`config.mk`:
```
export PLATFORM = sky130hd
export DESIGN_NAME = track_sequencer
export DESIGN_NICKNAME = d
export VERILOG_FILES = /design/src/rtl/track_sequencer.sv
export SDC_FILE = /design/constraint.sdc
export NUM_CORES = 1
export LEC_CHECK = 0
export CORE_ASPECT_RATIO = 1.75
export CORE_MARGIN = 4
export CORE_UTILIZATION = 30
export DETAILED_ROUTE_END_ITERATION = 8
export HOLD_SLACK_MARGIN = 0.12
export MAX_ROUTING_LAYER = met4
export PLACE_DENSITY = 0.43
export SKIP_LAST_GASP = 1
export SYNTH_ARGS = -nofsm -noshare
export SYNTH_HDL_FRONTEND = slang
export SYNTH_SLANG_ARGS = --single-unit
```
`constraint.sdc`:
```
create_clock -name clk -period 16.91 [get_ports clk]
set_clock_uncertainty 0.1 [all_clocks]
set_input_delay 1.691 -clock clk [delete_from_list [all_inputs] [get_ports clk]]
set_output_delay 1.691 -clock clk [all_outputs]
set_load 0.01 [all_outputs]
```
`src/rtl/track_sequencer.sv`:
```
// Track sequencer: allocates note-memory regions per track and sequences record
// and playback addresses on player ticks. Define TRACK_LOOP_EN for looped playback.
module track_sequencer #(
  parameter int unsigned ADDR_W     = 15,
  parameter int unsigned NUM_TRACKS = 5,
  parameter int unsigned MEM_DEPTH  = 32768
) (
  input  logic                  clk,
  input  logic                  reset,
  input  logic                  tick,
  input  logic [NUM_TRACKS-1:0] btn,
  input  logic                  rec,
  output logic [ADDR_W-1:0]     mem_addr,
  output logic                  mem_we,
  output logic                  playing,
  output logic                  recording,
  output logic [2:0]            cur_track,
  output logic                  full
);

  localparam int unsigned PW = ADDR_W + 1;
  localparam int unsigned TW = 3;

  typedef enum logic [1:0] {IDLE, PLAY, REC} state_t;

  state_t                state;
  logic [NUM_TRACKS-1:0] btn_q;
  logic [ADDR_W-1:0]     start [NUM_TRACKS];
  logic [PW-1:0]         len   [NUM_TRACKS];
  logic [PW-1:0]         pos;
  logic [PW-1:0]         free_ptr;
  logic                  tick_q;
  logic                  stop_req;

  logic                  edge_any_c;
  logic [TW-1:0]         edge_idx_c;
  logic [PW-1:0]         cur_start_c;
  logic [PW-1:0]         cur_len_c;
  logic [PW-1:0]         edge_len_c;
  logic [PW-1:0]         pos_inc_c;
  logic [PW-1:0]         rec_stop_c;
  logic                  at_end_c;

  // Rising-edge detect; descending scan so the lowest index wins
  always_comb begin
    edge_any_c = 1'b0;
    edge_idx_c = '0;
    for (int i = int'(NUM_TRACKS) - 1; i >= 0; i--) begin
      if (btn[i] && !btn_q[i]) begin
        edge_any_c = 1'b1;
        edge_idx_c = TW'(i);
      end
    end
  end

  always_comb begin
    cur_start_c = PW'(start[cur_track]);
    cur_len_c   = len[cur_track];
    edge_len_c  = len[edge_idx_c];
    pos_inc_c   = pos + PW'(1);
    rec_stop_c  = cur_start_c + cur_len_c;
    at_end_c    = ((cur_start_c + pos) == PW'(MEM_DEPTH));
  end

  always_ff @(posedge clk) begin
    if (reset) begin
      state     <= IDLE;
      btn_q     <= '0;
      pos       <= '0;
      free_ptr  <= '0;
      tick_q    <= 1'b0;
      stop_req  <= 1'b0;
      mem_addr  <= '0;
      mem_we    <= 1'b0;
      playing   <= 1'b0;
      recording <= 1'b0;
      cur_track <= '0;
      full      <= 1'b0;
      for (int i = 0; i < int'(NUM_TRACKS); i++) begin
        start[i] <= '0;
        len[i]   <= '0;
      end
    end else begin
      btn_q    <= btn;
      mem_addr <= ADDR_W'(cur_start_c + pos);
      case (state)
        IDLE: begin
          if (edge_any_c) begin
            if (!rec) begin
              cur_track <= edge_idx_c;
              if (edge_len_c != '0) begin
                pos     <= '0;
                state   <= PLAY;
                playing <= 1'b1;
              end
            end else if (free_ptr < PW'(MEM_DEPTH)) begin
              cur_track         <= edge_idx_c;
              start[edge_idx_c] <= ADDR_W'(free_ptr);
              len[edge_idx_c]   <= '0;
              pos               <= '0;
              stop_req          <= 1'b0;
              state             <= REC;
              recording         <= 1'b1;
            end
          end
        end
        PLAY: begin
          if (edge_any_c) begin
            if (edge_idx_c == cur_track) begin
              pos     <= '0;
              state   <= IDLE;
              playing <= 1'b0;
            end else if (edge_len_c != '0) begin
              cur_track <= edge_idx_c;
              pos       <= '0;
            end
          end else if (tick) begin
            if (pos_inc_c == cur_len_c) begin
`ifdef TRACK_LOOP_EN
              pos <= '0;
`else
              pos     <= '0;
              state   <= IDLE;
              playing <= 1'b0;
`endif
            end else begin
              pos <= pos_inc_c;
            end
          end
        end
        REC: begin
          // A write in flight finishes before any stop; button stops are held in stop_req
          if (tick_q) begin
            tick_q <= 1'b0;
            mem_we <= 1'b1;
            if (edge_any_c) stop_req <= 1'b1;
          end else if (mem_we) begin
            mem_we         <= 1'b0;
            pos            <= pos_inc_c;
            len[cur_track] <= cur_len_c + PW'(1);
            if (edge_any_c) stop_req <= 1'b1;
          end else if (stop_req || edge_any_c || !rec || at_end_c) begin
            free_ptr  <= rec_stop_c;
            full      <= (rec_stop_c == PW'(MEM_DEPTH));
            pos       <= '0;
            stop_req  <= 1'b0;
            state     <= IDLE;
            recording <= 1'b0;
          end else if (tick) begin
            tick_q <= 1'b1;
          end
        end
        default: begin
          state     <= IDLE;
          playing   <= 1'b0;
          recording <= 1'b0;
        end
      endcase
    end
  end

endmodule

```
== Yosys cells after proc, flatten, opt, wreduce, memory -nomap -nowiden ==
Memory sizes are Yosys's and may differ from the RTL's. A register that Yosys moved wholly into a read port is not among the register bits.
Index checks and enable logic that the tools add are counted.

* Word-level logic and storage cells: 170
* Output and inout bits: 22
* Bits in registers: 63
* RAM bits: 155
* Memories: 2

* Magnitude comparators: 1
* Equality and inequality tests: 24
* Muxes and demuxes: 94
* Bitwise gates (word level): 4
* Reduce and logical (&&, ||, !) cells: 29
* Add/subtract/negate cells: 4

{| class="wikitable"
|+ Memory list
! name !! depth !! width !! rd ports !! clocked after memory_dff !! write ports !! RTL line !! source
|-
| len || 5 || 16 || 2 || 1 || 5 || 29 || <nowiki>logic [PW-1:0] len [NUM_TRACKS];</nowiki>
|-
| start || 5 || 15 || 1 || 1 || 5 || 28 || <nowiki>logic [ADDR_W-1:0] start [NUM_TRACKS];</nowiki>
|}

{| class="wikitable"
|+ Operators by type and width
! operator !! number
|-
| $mux 16 || 13
|-
| $mux 3 || 18
|-
| $pmux 16 s3 || 1
|-
| $mux 1 || 45
|-
| $add 15x16->16 || 2
|-
| $add 16x1->16 const B || 2
|-
| $eq 16x16->1 const B || 2
|-
| $reduce_or 16->1 || 2
|-
| $mux 2 || 11
|-
| $ne 2x2->1 const B || 11
|-
| $ne 3x3->1 const B || 6
|-
| $eq 16x16->1 || 1
|-
| $lt 16x16->1 const B || 1
|-
| $reduce_bool 16->1 || 1
|-
| $mux 15 || 1
|-
| $reduce_or 15->1 || 1
|-
| $reduce_and 7->1 || 2
|-
| $reduce_and 6->1 || 2
|-
| $reduce_and 9->1 || 1
|-
| $logic_not 1->1 || 6
|-
| $pmux 1 s3 || 2
|-
| $pmux 2 s3 || 1
|-
| $pmux 3 s2 || 1
|-
| $logic_and 1x1->1 || 5
|-
| 12 further kinds || 18
|}

== Logic depth before layout (Yosys ltp) ==
Gate-level depths: netlist of run 1.
An unclocked memory read counts as a cell.

* Depth after elaboration: 15
* Mapped depth: 19

== Worst setup path before layout of run 1 ==
Ideal clock, no wire load.

* Path kind: flip-flop to flip-flop
* Start: reg with a tool-made name
* End: reg full
* Arrival: 5.164 ns
* Path buffers: 5
* Cell stages (with the launch flop): 19
* Slack: 11.529 ns
* Cells stage by stage: dfxtp_1 buf_2 buf_4 buf_1 mux4_2 mux2i_1 inv_1 ha_1 a211oi_2 nor4_1 or4_4 a2111oi_4 nand4_1 and4bb_2 a41oi_4 nand3b_1 buf_2 buf_2 a31o_2

{| class="wikitable"
|+ RTL lines
! item !! RTL line !! source
|-
| end signal: assignment || 144 || <nowiki>full <= (rec_stop_c == PW'(MEM_DEPTH));</nowiki>
|-
| end: declaration || 18 || <nowiki>output logic full</nowiki>
|}

==> metrics.cfg, run 1 <==
[timing]
rsz0062_at_grt=false
setup_viol=0
hold_viol_final=0
layout_min_cycle_time_ns=6.20
relSlewSlack_pct=19.9
tightestPinTransition_ns=1.20
fin_crit_sh_pct=36.7
finalMaxSlewViolations=0
fin_ws_ns=10.71
finalSetupTns_ns=0
fmax_mhz=161

[clocking]
numCtsBuffers=34
post_cts_buffers=0
cts_root_buffer=clkbuf_16
cts_max_path_buffers=3
cts_hold_buf=0
htreeDepth=2
ctsResizeCount=0
clock_latency_ns=0.53
tritoncts=yes
clk_pin_slew_ns=0.06
cts_sinks=314

[pwr]
ir_drop_uv=74.1
p_leak_uw=0.00643
p_per_area_nw_per_um2=113

[synthesis]
avgSynthCellArea_um2=12.3
syn_area_um2=15700
synth.most_common_cell=edfxtp_1
async_flop_share_pct=0
synthTopCellsByArea=edfxtp_1 47%, dfxtp_1 8.4%, mux4_2 7.2%
ys_seq_area_share_pct=55.8
synth_edf_count=248
synth_cells=1282
synth_top_area_share_pct=47.4
ys_top_cells_by_count=248 x edfxtp_1, 174 x nor2_1, 81 x and2_1, 66 x dfxtp_1, 63 x nand2_1
yosysWarnings=0
synth_flop_cell=edfxtp_1
ys_ff_latch=314
synthDistinctLibCells=81
yosysTopAreaCell=edfxtp_1

[final_layout]
area_growth_pct=14.8
drive_above_1_share_pct=13.1
nNetsFinal=1411
diodes=0

[worst_setup_path]
crit_path_end_kind=flip-flop
reg2reg_depth=15
r2r_end=pos[8]
arrival_ns=6.57
crit_type=reg -> reg
crit_required_ns=17.28
regToRegSetupSlack_ns=10.71
critPathMaxFanout=25
critPathLaunchType=flip-flop

[detailed_routing]
drc=0
postRouteAntennaNets=0
dr.pass1.iters=6
vias=10600
drt-vias-per-instance=5.12
wirelength_mm=50.6
drtIter0Drc=711
wl_per_cell_um=24.5

[place]
pre_cts_slack_ns=10.56
gp_congestion=0.884
port_buffers=30
hpwl_mm=37.3

[die]
start_util_pct=30.5
num_io_pins=31
row_count=110
fp.dieH_um=311
dieArea_um2=56300
core_um2=51600
die_w_um=181

[flow_run]
cap_violations=0

[global_route]
grt_pass1_vias=11100
antenna_found_initial=2
overflow=0
grt_max_degree=45
grt_usage_pct=18.2
grt_pass1_wl_mm=74.1

[worst_hold_path]
worstHoldStart=pos[8]
min_delay_path_depth=2
holdPathEnd=pos[8]
hold_class=reg -> reg

[status]
status=finished clean

==> routing by layer <==
layer  global-route usage [%]  routed length (µm)  up-vias
li1                         -                   -     4917
met1                     17.5               17300     5301
met2                     35.7               29200      228
met3                     1.73                1270      110
met4                     8.67                2820        0
met5                        -                   0        -
==> power by group <==
group	total, µW	internal [µW]	switching, µW
clock	726	407	319
combinational	400	163	237
sequential	922	882	40.9
total	2050	1450	597
==> area by class of cell <==
cell class                      count  area (µm²)
Tap cell                          672         841
Sequential cell                   314        8770
Clock inverter                     12         118
Timing Repair Buffer               55         483
Inverter                           45         169
Fill cell                        5161       33600
Clock buffer                       48         938
Multi-Input combinational cell    914        6730
==> how the worst max path moves through the flow <==
stage	startpoint	endpoint	slack, ns	cells after the start
2_1_floorplan	flip-flop	full	11.53	18
4_1_cts	flip-flop	pos[8]	10.61	15
5_1_grt	flip-flop	pos[11]	10.28	14
6_report	flip-flop	pos[8]	10.71	15
3_3_place_gp	btn[1]	len[2][7]	10.41	7
3_5_place_dp	btn[1]	len[2][5]	10.56	7
==> worst max-delay path, stage by stage, from the launching register on <==
cell and delay (ns):
dfxtp_4 0.66, buf_4 0.57, mux4_2 0.57, mux2i_1 0.41, inv_1 0.22, ha_1 0.34, a211oi_2 0.26, nor4_1 0.14
or4_4 0.55, a2111oi_4 0.36, nand4_1 0.13, and4bb_2 0.37, a41oi_4 0.17, a311oi_2 0.89, o21ai_0 0.23, nand2_1 0.10
==> cell usage in the layout, fill, tap and decap left out, drive strengths merged, types with 5 or more instances in the layout <==
| master | synthesis | layout |
|---|---|---|
| nand2 | 63 | 63 |
| mux4 | 50 | 50 |
| inv | 45 | 46 |
| a21o | 6 | 6 |
| nor3 | 14 | 14 |
| nor4 | 33 | 33 |
| ha | 36 | 36 |
| o21ai | 44 | 44 |
| o311ai | 5 | 5 |
| nand4 | 17 | 17 |
| a21oi | 34 | 34 |
| nand3 | 30 | 30 |
| dfxtp | 66 | 66 |
| conb | 1 | 45 |
| o31ai | 6 | 6 |
| xor2 | 15 | 15 |
| mux2 | 25 | 25 |
| or3 | 13 | 13 |
| nand3b | 5 | 5 |
| a31oi | 7 | 7 |
| o22ai | 7 | 7 |
| a211oi | 6 | 6 |
| and3 | 6 | 6 |
| buf | 18 | 26 |
| mux2i | 44 | 44 |
| xnor2 | 35 | 35 |
| nand2b | 11 | 11 |
| and2 | 81 | 81 |
| clkdlybuf4s50 | 0 | 29 |
| nor2b | 17 | 17 |
| o211ai | 9 | 9 |
| clkbuf | 35 | 48 |
| o21a | 7 | 7 |
| o21bai | 6 | 6 |
| nor2 | 174 | 174 |
| clkinv | 0 | 7 |
| edfxtp | 248 | 248 |
==> sequential cells by signal (all words and copies together), names as in the netlist, 2 cells and up, named ones only <==
signal / flops
btn_q: 5
cur_track: 3
free_ptr: 16
len: 128
mem_addr: 15
pos: 16
start: 120
state: 2
==> kinds of logic (layout without fill, tap and decap cells) <==
family,Yosys count,in the layout,synth area share [%]
DFF,314,314,55.8
other,1,45,0.0239
and+or+nand+nor,479,479,15.3
buffers and inverters,98,160,2.71
adders and majority gates,38,38,3.12
muxes,119,119,11.9
AOI/OAI and AO/OA,180,180,8.03
xor gates and xnor gates,53,53,3.22
==> per-stage QoR <==
stage,cells,utilization (%),hold WS [ns],power (µW),instance area [µm²]
2_1_floorplan,1326,-,0.365,1200,15900
3_3_place_gp,2000,32.9,0.406,1340,17000
3_5_place_dp,2000,32.9,0.411,1340,17000
4_1_cts,2060,35.0,0.423,2080,18100
5_1_grt,2060,35.0,0.453,2140,18100
6_report,2060,35.0,0.423,2050,18100
No activity file was read; power rests on OpenSTA's default activity.
==> run 2, diff against run 1 <==
Settings changed: PLACE_DENSITY 0.43 to 0.45.
Clock period 16.91 ns to 5.42 ns, I/O delays scaled along.
==> run 2 against run 1 <==
Net effect: core utilization up 0.42 points; total power grew to 3.2 times the previous value; critical path depth rose by 2; critical path type unchanged; critical endpoint is now full; largest cell class unchanged; highest routed layer unchanged.
==> metrics.cfg, run 2 (synthesized netlist as in run 1, its figures left out) <==
[global_route]
grt_max_degree=43
antenna_found_initial=0
use_met1_pct=17.6
met3_usage_pct=1.40
grt_usage_pct=17.8
grt_use_met2_pct=34.9
grt_pass1_wl_mm=73.2
top_usage_layer=met2
overflow=0
grt_pass1_vias=11100

[clocking]
htreeDepth=1
tritoncts=yes
ctsResizeCount=0
cts_sinks=314
clk_pin_slew_ns=0.07
post_cts_buffers=0
numCtsBuffers=31
cts_max_path_buffers=3
cts_root_buffer=clkbuf_16
clock_latency_ns=0.60
cts_hold_buf=0

[place]
port_buffers=30
hpwl_mm=37.1
gp_congestion=0.910

[timing]
fin_crit_sh_pct=92.5
finalSetupTns_ns=0
relSlewSlack_pct=23.3
finalMaxSlewViolations=0
tightestPinTransition_ns=1.15
setup_viol=0
layout_min_cycle_time_ns=5.01
fmax_mhz=199
rsz0062_at_grt=false
hold_viol_final=0
holdWs_ns=0.417

[worst_setup_path]
crit_path_end_kind=flip-flop
slowest_stage=or4b_1
slowest_delay_ns=0.52
crit_type=reg -> reg
critPathMaxFanout=19
critical-path-top-delay-family=simple AND/OR/NAND/NOR gates
crit_required_ns=5.85
critPathLaunchType=flip-flop
arrival_ns=5.44
worstPathCellList=buf_4 > nand2_1 > o22ai_1 > nor2_1 > ha_1 > inv_1 > fa_1 > nor2b_1 > o31a_1 > o21ai_0 > nand2b_1 > xor2_1 > or4b_1 > or4_1 > nor4_1 > nor4bb_1 > a31o_2
worst-path-buf-inv=2

[detailed_routing]
wirelength_mm=49.8
dr.pass1.iters=5
drc=0
postRouteAntennaNets=0
drt-vias-per-instance=5.07
wl_per_cell_um=23.9
drtIter0Drc=696
vias=10500

[final_layout]
final_common_cell=edfxtp_1
largest_reg_flops=128
drive_above_1_share_pct=14.3
top_register=len
reg_top3=len: 128 flops, start: 120 flops
layout_common_cells=248 x edfxtp_1, 173 x nor2_1, 81 x and2_1, 63 x nand2_1, 63 x dfxtp_1
area_growth_pct=16.2
nNetsFinal=1427
nFillCells=5078

[die]
core_um2=51600
row_count=110
dieArea_um2=56300
die_w_um=181
fp.dieH_um=311
num_io_pins=31
start_util_pct=30.5

[flow_run]
cap_violations=0

[pwr]
p_leak_uw=0.00655
p_per_area_nw_per_um2=357
ir_drop_uv=367

[worst_hold_path]
hold_class=reg -> reg
worstHoldStart=state[1]

[status]
status=finished clean

## run 2: cell count changes in the layout (fill, tap and decap cells not counted), moves of 3 or more
| cell | delta |
|---|---|
| buf_12 | +3 |
| nor2_2 | -3 |
| nor2_1 | +3 |
| buf_4 | +16 |
| clkbuf_16 | -4 |
| clkinv_1 | +4 |
| clkbuf_1 | -8 |
| bufinv_16 | +6 |
## run 2: report_power, final
group	total, µW	internal, µW	leakage [µW]	switching [µW]
combinational	1310	538	0.00301	768
clock	2360	1380	0.000530	974
sequential	2860	2750	0.00302	108
## run 2: worst paths after layout
check | end | slack (ns) | depth (start not counted)
max reg2reg | full | 0.41 | 17
min reg2reg | state[1] | 0.42 | 2
min | state[1] | 0.42 | 2
max | full | 0.41 | 17
## run 2: per-stage QoR
stage	instances	total power [µW]	utilization, %	setup slack (ns)	instance area, µm²
final	2078	6520	35.4	0.405	18300
after global routing	2077	6820	35.4	0.0332	18300
after CTS	2077	6610	35.4	0.299	18300
after detailed placement	2019	4230	33.3	0.354	17200
after global placement	2019	4220	33.3	0.337	17200
after floorplan	1326	3740	-	0.0394	15900
## run 2: per-layer routing
| metal | up-vias | share of wire, % |
|---|---|---|
| met5 | - | 0 |
| met1 | 5291 | 35 |
| met4 | 0 | 5.0 |
| met3 | 101 | 2.5 |
| li1 | 4935 | - |
| met2 | 218 | 58 |
## run 2: worst register-to-register path, delay by kind of cell (launching register included)
kind / cells / cell delay, ns
compound gates: 4 / 1.14
xor+xnor: 1 / 0.17
fa+ha+maj: 2 / 0.49
buf+inv: 2 / 0.49
flops: 1 / 0.44
simple gates: 8 / 2.12
## run 2: area by class of cell
type / count / area (µm²) / area share [%]
sequential: 314 / 8770 / 48.0
multi-input combinational: 914 / 6720 / 36.8
tap: 672 / 841 / 4.60
clock buffer: 34 / 787 / 4.31
timing repair buffer: 74 / 663 / 3.63
clock inverter: 24 / 312 / 1.71
inverter: 45 / 169 / 0.924
antenna: 1 / 2.50 / 0.0137
==> RTL change 1 (config.mk and constraints of run 2) <==
The option `TRACK_LOOP_EN` is turned on by a define.
--- a/src/rtl/track_sequencer.sv
+++ b/src/rtl/track_sequencer.sv
@@ -2,2 +2,4 @@
 // and playback addresses on player ticks. Define TRACK_LOOP_EN for looped playback.
+`define TRACK_LOOP_EN
+
 module track_sequencer #(
Check against the original RTL: not settled (the Yosys comparison gave no result); the edit may change what the design does.
==> RTL change 1 against run 2 <==
Non-clock buffer count unchanged. Sequential cell count unchanged. Cell count up 1.9%. Final area up 2.3%. Wire length up 8.9%. Critical path depth unchanged. Area after synthesis up 3.4%. Sequential share of layout area down 1.1 points. Worst setup slack better by 0.035 ns. Die area up 3.3%. Power down 4.0%. Critical path type unchanged. Critical endpoint unchanged. Largest cell class unchanged. Highest routed layer unchanged.
==> RTL change 1: results (changes against run 2) <==
Run status
  • Result of the run: finished clean

Clocking
  • Maximum buffer depth of the clock tree: 3 (unchanged)
  • Number of instances resized during post-cts repair: 0 (unchanged)
  • Clock latency on the worst-skew pair: 0.61 ns
  • Root buffer cell: sky130_fd_sc_hd__clkbuf_16
  • Buffers inserted during post-CTS setup optimization: 0 (unchanged)
  • Clock H-tree levels: 1 (unchanged)
  • Clock Pin Slew Worst Setup and Hold Paths: approximately 0.06 ns

Route
  • Initial drt markers: 766 (+10%)
  • Vias per inst: 5.22 (+2.9%)
  • WL per Instance: 25.6 um (+6.8%)
  • Length of the first detailed-routing pass in iterations: 5 (unchanged)

Logic synthesis
  • Synth top area cells: sky130_fd_sc_hd__edfxtp_1 (46%), sky130_fd_sc_hd__mux4_2 (8.5%), sky130_fd_sc_hd__dfxtp_1 (8.1%), sky130_fd_sc_hd__nor2_1 (3.3%), sky130_fd_sc_hd__and2_1 (3.3%)
  • Yosys warning total: 0 (unchanged)
  • Cell variety after synth: 88 (+8.6%)
  • Fraction of the yosys area taken by sequential cells: 53.9% (-1.8 points)
  • Count of flip-flops with a built-in enable after synthesis: 248 (unchanged)
  • Primary flip-flop cell chosen by synthesis mapping: sky130_fd_sc_hd__edfxtp_1
  • Commonest cells in the netlist: sky130_fd_sc_hd__edfxtp_1 (248), sky130_fd_sc_hd__nor2_1 (145), sky130_fd_sc_hd__and2_1 (85)
  • Async SR Flop Fraction: 0% (unchanged)

Worst setup path
  • Delay of the slowest cell on the worst path: 0.57 ns (+0.05 ns)
  • Worst reg-to-reg setup slack: 0.44 ns (+0.03 ns)
  • Crit Path Max Fanout: 30 (+11)
  • Cell with the biggest individual delay on the critical path: sky130_fd_sc_hd__mux4_2
  • Critical path data arrival time: 5.43 ns (about the same)

Timing
  • Tmin final: 4.98 ns (-0.0348 ns)
  • Max-Slew Margin vs Limit: 24.9% (+1.6 points)

Power
  • Pint: 4.43 mW (-5.1%)
  • Leakage power of the design: 6.75 nW (+3.0%)
  • Maximum resistive drop on vdd: 0.236 mV (-36%)

Placement
  • Port Buffers: 30 (unchanged)
  • Final HPWL DP: 40900 um (+10%)
  • Gpl congestion: 0.869 (-4.5%)
  • Worst Setup Slack post-DPL: 0.144 ns (-0.210 ns)

Cells and area
  • Top Registers: len (128), start (120)
  • Share of post-route cells with drive strength above 1: 15.0% (+0.70 points)
  • Total number of nets in the final design: 1455 (+2.0%)
  • Fillers: 5276 (+3.9%)

Global route
  • Number of antenna violations at the first check in global routing: 0 (unchanged)
  • All-layer global routing usage: 19.1% (+1.3 points)
  • Global-route wire length before repair: 79100 um (+8.2%)
  • Largest net degree at the start of global routing: 40 (-7.0%)

Min path
  • Class of the most critical hold timing path: in2reg

Job
  • Number of violations of the max-capacitance limit: 0 (unchanged)
==> RTL change 1: cell families after synthesis <==
| group | after synthesis | synth area share [%] |
|---|---|---|
| AND/OR/NAND/NOR | 485 | 15.5 |
| buffers and inverters | 113 | 3.02 |
| XOR/XNOR | 57 | 3.42 |
| flip-flops | 314 | 53.9 |
| adder cells (fa/ha/maj) | 38 | 3.02 |
| other | 1 | 0.0231 |
| AO/OA/AOI/OAI | 203 | 8.87 |
| multiplexers | 113 | 12.3 |
==> RTL change 1: through the flow <==
step / instance area (um^2) / std cells / util [%] / hold WS (ns)
floorplan: 16400 / 1368 / - / 0.385
global placement: 17700 / 2059 / 33.0 / 0.383
detailed placement: 17700 / 2059 / 33.0 / 0.387
CTS: 18700 / 2117 / 34.9 / 0.356
global route: 18700 / 2117 / 34.9 / 0.395
finish: 18700 / 2118 / 34.9 / 0.367
==> RTL change 1: layout make-up <==
type                            count  area share, %
Timing Repair Buffer               74           3.55
Tap cell                          684           4.58
Inverter                           46          0.923
Sequential cell                   314           46.9
Clock inverter                     24           1.24
Clock buffer                       34           4.21
Multi-Input combinational cell    941           38.5
Antenna cell                        1         0.0134
==> RTL change 1: critical path, delay by kind of cell, from the launching register on <==
family | cells | cell delay, ns
AOI/OAI and AO/OA | 5 | 1.22
muxes | 2 | 0.88
xor gates and xnor gates | 1 | 0.33
adders and majority gates | 2 | 0.49
and+or+nand+nor | 3 | 0.50
buffers and inverters | 4 | 0.86
DFF | 1 | 0.50
==> RTL change 1: worst paths after layout <==
path,depth (start not counted),to,start
worst min-delay path,2,mem_addr[6]$_SDFF_PP0_,reset
worst max-delay path,17,full$_SDFFE_PP0P_,flop
worst min register to register,2,playing$_SDFFE_PP0P_,playing$_SDFFE_PP0P_
worst max register to register,17,full$_SDFFE_PP0P_,flop
==> RTL change 1: power groups by stage <==
stage	combinational, mW	sequential [mW]	clock, mW
global route	1.30	2.87	2.37
global placement	1.21	2.91	0
CTS	1.22	2.86	2.27
floorplan	0.814	2.85	0
finish	1.21	2.85	2.21
detailed placement	1.21	2.91	0
==> RTL change 1: routing by layer <==
| layer | vias up | routed length [um] | track usage (%) | share of wire, % |
|---|---|---|---|---|
| met5 | - | 0 | - | 0 |
| met4 | 0 | 2800 | 8.31 | 5.2 |
| met3 | 103 | 1690 | 1.77 | 3.1 |
| met2 | 272 | 31500 | 37.6 | 58 |
| met1 | 5575 | 18200 | 18.6 | 34 |
| li1 | 5113 | - | - | - |
==> RTL change 2 (flow settings as in run 2) <==
Without the edit above. Take the reset off `mem_addr` and load it in a clocked block of its own.
--- a/src/rtl/track_sequencer.sv
+++ b/src/rtl/track_sequencer.sv
@@ -72,3 +72,2 @@
       stop_req  <= 1'b0;
-      mem_addr  <= '0;
       mem_we    <= 1'b0;
@@ -84,3 +83,2 @@
       btn_q    <= btn;
-      mem_addr <= ADDR_W'(cur_start_c + pos);
       case (state)
@@ -161,2 +159,6 @@
 
+  always_ff @(posedge clk) begin
+    mem_addr <= ADDR_W'(cur_start_c + pos);
+  end
+
 endmodule
Behaviour: same outputs for any inputs over 4 cycles, from zero or initial values and one cycle with reset high; that may be too few to reach the edited logic, so the function may still have changed.
==> RTL change 2 against run 2 <==
Cell count is 0.58% higher. Worst setup slack better by 0.0078 ns. Combinational power grew 4%. Power down 1.3%. Final area rose by 0.32%. Wire length rose by 0.23%. Sequential share of layout area is 0.15 points lower. Non-clock buffer count stayed put. Area after synthesis grew 1.0%. Via count up 1.4%. Clock power fell by 7%. Sequential cell count is the same. Largest cell class unchanged. Largest power group unchanged.
==> RTL change 2: results (changes against run 2) <==
Logic synthesis
  • Synthesized-area fraction occupied by ao, oa, aoi and oai cells: 7.23% (-0.80 points)
  • Fraction of synthesized area in multiplexers: 12.7% (+0.86 points)
  • Post-Synth XOR/XNOR Area: 3.40% (+0.19 points)
  • Commonest cells in the netlist: sky130_fd_sc_hd__edfxtp_1 (248), sky130_fd_sc_hd__nor2_1 (169), sky130_fd_sc_hd__and2_1 (79)
  • Fraction of the yosys area taken by sequential cells: 55.2% (-0.57 points)
  • Synthesized-area fraction occupied by adder cells: 3.09% (-0.032 points)
  • Primary flip-flop cell chosen by synthesis mapping: sky130_fd_sc_hd__edfxtp_1
  • Async SR Flop Fraction: 0% (unchanged)
  • Cell variety after synth: 72 (-11%)
  • Synth top area cells: sky130_fd_sc_hd__edfxtp_1 (47%), sky130_fd_sc_hd__dfxtp_1 (8.3%), sky130_fd_sc_hd__mux4_2 (8.2%), sky130_fd_sc_hd__nor2_1 (4.0%), sky130_fd_sc_hd__and2_1 (3.1%)
  • Count of flip-flops with a built-in enable after synthesis: 248 (unchanged)
  • Yosys warning total: 0 (unchanged)
  • Synthesized instance count: 1296 (+1.1%)

Timing
  • Worst Max-Slew Pin Slew: 1.09 ns (-0.0560 ns)
  • F_max: 200 MHz (+0.16%)

Worst setup path
  • Cell with the biggest individual delay on the critical path: sky130_fd_sc_hd__dfxtp_4
  • Delay of the slowest cell on the worst path: 0.71 ns (+0.19 ns)
  • Worst reg2reg path depth: 14 (-3)
  • CP delay by family, top: compound AO/OA/AOI/OAI gates
  • Endpoint of the worst register-to-register path: state[0]$_SDFFE_PP0P_
  • Critical Setup Path Class: reg2reg
  • Critical path data arrival time: 5.41 ns (-0.03 ns)
  • Crit Path Max Fanout: 24 (+5)

Clocking
  • Maximum buffer depth of the clock tree: 3 (unchanged)
  • Inserted Clock Buffers: 30 (-3.2%)
  • Root buffer cell: sky130_fd_sc_hd__clkbuf_16

Cells and area
  • Total number of nets in the final design: 1435 (+0.56%)
  • Share of post-route cells with drive strength above 1: 13.9% (-0.43 points)
  • Antenna cell count: 0 (-1)
  • Number of standard cells in the final layout excluding fillers: 2090 (+0.58%)
  • Fillers: 5133 (+1.1%)

Run status
  • Result of the run: finished clean

Power
  • Pint: 4.53 mW (-3.0%)
  • Leakage power of the design: 6.56 nW (about the same)
  • Maximum resistive drop on vdd: 0.242 mV (-34%)

Route
  • Initial drt markers: 626 (-10%)
  • Vias per inst: 5.12 (+0.81%)
  • WL per Instance: 23.9 um (-0.34%)

Global route
  • Global-route wire length before repair: 73900 um (+1.1%)
  • Largest net degree at the start of global routing: 32 (-26%)
  • Via count of the first global-routing pass: 11400 (+2.6%)
  • All-layer global routing usage: 17.9% (+0.070 points)

Placement
  • Gpl congestion: 0.869 (-4.5%)
  • Number of placed instances, taps included: 2034 (+0.74%)
  • Final HPWL DP: 38900 um (+4.8%)
  • Worst Setup Slack post-DPL: 0.362 ns (+0.00886 ns)

Min path
  • Class of the most critical hold timing path: in2reg
[RTL change 2: worst min-delay path by stage]
stage                                      from                        end  slack [ns]  cells past startpoint
final                                     reset  free_ptr[13]$_SDFFE_PP0P_        0.26                      2
after global routing                      reset  free_ptr[13]$_SDFFE_PP0P_        0.27                      2
after CTS                                 reset  free_ptr[13]$_SDFFE_PP0P_        0.23                      2
after detailed placement  stop_req$_SDFFE_PP0P_      stop_req$_SDFFE_PP0P_        0.40                      2
after global placement    stop_req$_SDFFE_PP0P_      stop_req$_SDFFE_PP0P_        0.39                      2
after floorplan             pos[8]$_SDFFE_PP0P_        pos[8]$_SDFFE_PP0P_        0.37                      2
[RTL change 2: area by class of cell]
class / count / area, um^2 / area share (%)
clock buffers: 34 / 766 / 4.18
clock inverters: 22 / 248 / 1.35
inverters: 45 / 169 / 0.922
multi-input cells: 923 / 6870 / 37.5
flip-flops and latches: 314 / 8770 / 47.9
well taps: 678 / 848 / 4.63
repair buffers: 74 / 651 / 3.55
[RTL change 2: metal layers]
layer,share of wire [%],up-vias,GRT usage [%]
met2,58,216,35.5
met1,33,5383,16.1
met5,0,-,-
met4,6.9,0,10.2
met3,2.5,114,1.58
li1,-,4979,-
[RTL change 2: metrics by stage]
| stage | cell area [um^2] | hold slack, ns |
|---|---|---|
| final | 18300 | 0.256 |
| after global routing | 18300 | 0.275 |
| after CTS | 18300 | 0.231 |
| after detailed placement | 17300 | 0.397 |
| after global placement | 17300 | 0.385 |
| after floorplan | 16000 | 0.365 |
[RTL change 2: power groups by stage]
stage	registers (mW)	clock network, mW	logic (mW)
finish	2.88	2.20	1.36
global route	2.90	2.36	1.46
CTS	2.89	2.27	1.38
detailed placement	2.94	0	1.38
global placement	2.94	0	1.37
floorplan	2.86	0	0.904
